--- config.mk ---
export PLATFORM = sky130hd
export DESIGN_NAME = fetch_sequencer
export DESIGN_NICKNAME = d
export VERILOG_FILES = /design/src/rtl/fetch_sequencer.sv
export SDC_FILE = /design/constraint.sdc
export NUM_CORES = 1
export LEC_CHECK = 0
export CORE_MARGIN = 2
export CORE_UTILIZATION = 48
export DETAILED_ROUTE_END_ITERATION = 7
export PLACE_DENSITY_LB_ADDON = 0.12
export RECOVER_POWER = 100
export SLEW_MARGIN = 20
export SYNTH_ARGS = -nofsm -noshare
export SYNTH_HDL_FRONTEND = slang
export SYNTH_SLANG_ARGS = --single-unit
--- constraint.sdc ---
create_clock -name clk_i -period 4.5 [get_ports clk_i]
set_clock_uncertainty 0.1 [all_clocks]
set_input_delay 0.9 -clock clk_i [delete_from_list [all_inputs] [get_ports clk_i]]
set_output_delay 0.9 -clock clk_i [all_outputs]
set_load 0.02 [all_outputs]
--- src/rtl/fetch_sequencer.sv ---
// fetch_sequencer: PC owner and prefetch FIFO between
// program memory and decode, with redirect and fault handling.
module fetch_sequencer #(
  parameter logic [7:0] RESET_PC   = 8'h00,
  parameter int         FIFO_DEPTH = 2
) (
  input  logic        clk_i,
  input  logic        rst_i,
  input  logic        start_i,
  output logic [7:0]  imem_addr_o,
  input  logic [31:0] imem_data_i,
  input  logic        redirect_valid_i,
  input  logic [7:0]  redirect_pc_i,
  output logic        instr_valid_o,
  input  logic        instr_ready_i,
  output logic [31:0] instr_o,
  output logic [7:0]  instr_pc_o,
  output logic        fault_o
);

  localparam int AW = (FIFO_DEPTH == 4) ? 2 : 1;
  localparam logic [AW:0] FULL = (AW+1)'(FIFO_DEPTH);

  typedef enum logic [1:0] {
    IDLE,
    FETCH,
    FAULT
  } state_t;

  state_t         state;
  logic [7:0]     pc;
  logic [AW:0]    count;
  logic [AW-1:0]  rd_ptr;
  logic [AW-1:0]  wr_ptr;
  logic           fault_q;
  logic [31:0]    word_q [FIFO_DEPTH];
  logic [7:0]     pc_q   [FIFO_DEPTH];

  logic redir_ok;
  logic redir_bad;
  logic pop;
  logic push;

  // Redirect decode and FIFO handshake qualifiers
  always_comb begin
    redir_bad = redirect_valid_i && (redirect_pc_i[1:0] != 2'b00);
    redir_ok  = redirect_valid_i && !redir_bad && (state != FAULT);
    pop       = instr_valid_o && instr_ready_i && !redirect_valid_i;
    push      = (state == FETCH) && !redirect_valid_i
                && ((count < FULL) || pop);
  end

  // Control state machine with sticky fault flag
  always_ff @(posedge clk_i) begin
    if (rst_i) begin
      state   <= IDLE;
      fault_q <= 1'b0;
    end else if (redir_bad) begin
      state   <= FAULT;
      fault_q <= 1'b1;
    end else begin
      unique case (state)
        IDLE: begin
          if (start_i && !redirect_valid_i) state <= FETCH;
        end
        FETCH: state <= FETCH;
        FAULT: state <= FAULT;
        default: state <= IDLE;
      endcase
    end
  end

  // Program counter: redirect load or sequential advance on push
  always_ff @(posedge clk_i) begin
    if (rst_i) begin
      pc <= RESET_PC;
    end else if (redir_ok) begin
      pc <= redirect_pc_i;
    end else if (push) begin
      pc <= pc + 8'd4;
    end
  end

  // FIFO pointers and occupancy; any redirect flushes
  always_ff @(posedge clk_i) begin
    if (rst_i || redirect_valid_i) begin
      rd_ptr <= '0;
      wr_ptr <= '0;
      count  <= '0;
    end else begin
      if (push) wr_ptr <= wr_ptr + AW'(1);
      if (pop)  rd_ptr <= rd_ptr + AW'(1);
      unique case ({push, pop})
        2'b10:   count <= count + (AW+1)'(1);
        2'b01:   count <= count - (AW+1)'(1);
        default: count <= count;
      endcase
    end
  end

  // FIFO storage; contents are masked by the valid flag
  always_ff @(posedge clk_i) begin
    if (push) begin
      word_q[wr_ptr] <= imem_data_i;
      pc_q[wr_ptr]   <= pc;
    end
  end

  assign imem_addr_o   = pc;
  assign instr_valid_o = (count != '0);
  assign instr_o       = instr_valid_o ? word_q[rd_ptr] : 32'h0;
  assign instr_pc_o    = instr_valid_o ? pc_q[rd_ptr] : 8'h00;
  assign fault_o       = fault_q;

endmodule

==> results.md <==
* Status: complete, no violations
* Final HPWL DP at 4540 um
* Area contributors post-synth: edfxtp_1, mux2i_1, dfxtp_1
* Ant diodes at 0
* Clk buf depth at 2
* Largest net degree at the start of global routing at 42
* Total power at ~1500 uW
* Unrepaired setup endpoints after global routing: no
* Max-Cap Viols at 0
* Cell area after synthesis at 0.00373 sq mm
* Io pins at 95
* Slew @ Worst Pin at ~1100 ps
* Mean post-synth cell area at 15.0 sq um
* Slew Limit Headroom at 0.248
* Hold Crit Class: register to register
* Pwr Density at about 310 mW/mm^2
* Max frequency at roughly 0.26 GHz
* Area growth syn-to-layout at 32.5%
* Routed length per instance at 14.7 um
* Ys flop type: edfxtp_1
* Final wirelength at 6680 um
* Post-synth EDFFs at 80
* Fillers at 570
* Clock-pin slew on the worst setup and hold paths at 90 ps
* Die area at 0.00849 sq mm
* Register area at 0.00272 sq mm
* Setup CP Type: register to output port
* Clock sink total at 96
* CP arrival at 2810 ps
* Post-CTS Hold Fix Bufs at 0
* Worst-path maximum fanout at 20
* GRT Resource Usage Total at 0.166
* Via/cell ratio at between 4 and 5
* Post-Synthesis Cells at about 250
* Final setup TNS at 0 ps
* WP data required at 3500 ps
* Layout cell share with drive strength beyond 1 at 0.0627
* Cell Rows at 32
* Setup Buffers After CTS at 0
* Area of the multi-input gates at around 940 sq um
* CTS Buf Count at 9
* Placeable Area at roughly 0.0076 sq mm
* IR drop worst, VDD at 170 uV
* Chip Width at 92.1 um
* Drt first pass iters at 4
* Leading area contributor after synthesis: edfxtp_1
* CTS tree: built
* Post-synthesis sequential area ratio at 0.730
* Lkg Pwr at 0.00175 uW
* Initial antenna violation count at 0
* Die height at 92.1 um
* Final Hold Viols at 0
* Routed Antenna Nets at 0
* Crit end category: output port
* Via count at between 2000 and 2500
* First-pass GRT wire length at ~11000 um
* Final Critical Period at 3810 ps
* Critical path launch point type: register
* Synth top cells by count: edfxtp_1, nor2_1, mux2i_1, dfxtp_1
* Vias in the first global route at 2221
* H-tree Lvls at 3
* Syn_nets at 296
* Iteration-0 DRC Markers at 85
* Slew Viols, Final at 0
* Gp weighted congestion at 0.813
* Number of synthesized register bits at 96
* Cell variety after synth at 28
* Synth Warn # at 0
* Worst-skew pair later-pin latency at 340 ps
* Grt total ovfl at 0
* Initial Utilization at 0.490
* Crit share post-route at 0.847
* DRC viols at 0
* NumNets Final at 393
* Yosys top cell area share at 0.645
* CTS resizes at 0
* Count leader, synth: edfxtp_1
* IO Port Bufs at between 90 and 100
* Final count of negative-setup-slack endpoints at 0
* Post-synth ARST share at 0
* Root Buffer: clkbuf_8
final timing paths:
path                  from            end  slack [ps]  depth (start not counted)
hold / removal     fault_o        fault_o         340                          2
setup / recovery  register  instr_pc_o[0]         690                          4
hold reg to reg    fault_o        fault_o         340                          2
setup reg to reg  state[0]   word_q[0][1]        1820                          4
flip-flops by register name (all words and copies together), names as in the netlist, named ones only:
name / cells
count: 2
fault_o: 1
imem_addr_o: 8
pc_q: 16
rd_ptr: 1
state: 2
word_q: 64
wr_ptr: 1
cells in the final DEF (no fill, tap or decap), types with 3 or more instances in the layout:
master           instances
mux2i_1                 40
xnor2_1                  3
xor2_1                   7
clkdlybuf4s50_1         14
nor3_1                   6
nand3_1                  5
nor2_1                  50
edfxtp_1                80
a211oi_1                 4
a21oi_1                  3
inv_1                    3
dlygate4sd3_1           80
clkbuf_8                 9
dfxtp_1                 16
worst max-delay path: stages, from the launching register on:
cell and delay [ps]:
dfxtp_1 1070, buf_4 390, mux2i_1 240, nor2_1 60
dlygate4sd3_1 700
layout make-up:
| type | count | share of cell area |
|---|---|---|
| tap | 102 | 0.0258 |
| inverter | 3 | 0.00228 |
| clock buffer | 10 | 0.0258 |
| clock inverter | 6 | 0.00862 |
| sequential | 96 | 0.551 |
| timing repair buffer | 98 | 0.196 |
| multi-input combinational | 138 | 0.190 |
per-layer routing:
layer	track usage	wire length [um]
met2	0.282	3230
met1	0.207	2940
met4	0.0709	156
met5	0	0
met3	0.0329	340
stage by stage:
stage,instances,util,hold slack [ps],setup slack (ps),area (sq um)
finish,453,0.649,342,690,4940
global route,453,0.649,390,540,4940
CTS,453,0.652,351,1130,4960
detailed placement,437,0.630,337,1410,4790
global placement,437,0.630,335,1450,4790
floorplan,249,-,383,839,3730
cells by family after synthesis:
| group | count (synthesis) | share of synthesized area |
|---|---|---|
| simple gates | 76 | 0.0943 |
| mux | 40 | 0.107 |
| xor+xnor | 10 | 0.0235 |
| flops | 96 | 0.730 |
| buf+inv | 15 | 0.0185 |
| compound gates | 10 | 0.0191 |
| fa+ha+maj | 2 | 0.00671 |
where the power goes:
group          leakage (uW)  switching (uW)  internal [uW]
Combinational      0.000808            40.4           46.4
Sequential         0.000858            8.96            973
Clock             0.0000847             278            203
Total               0.00175             327           1220
No activity file was read; power rests on OpenSTA's default activity.
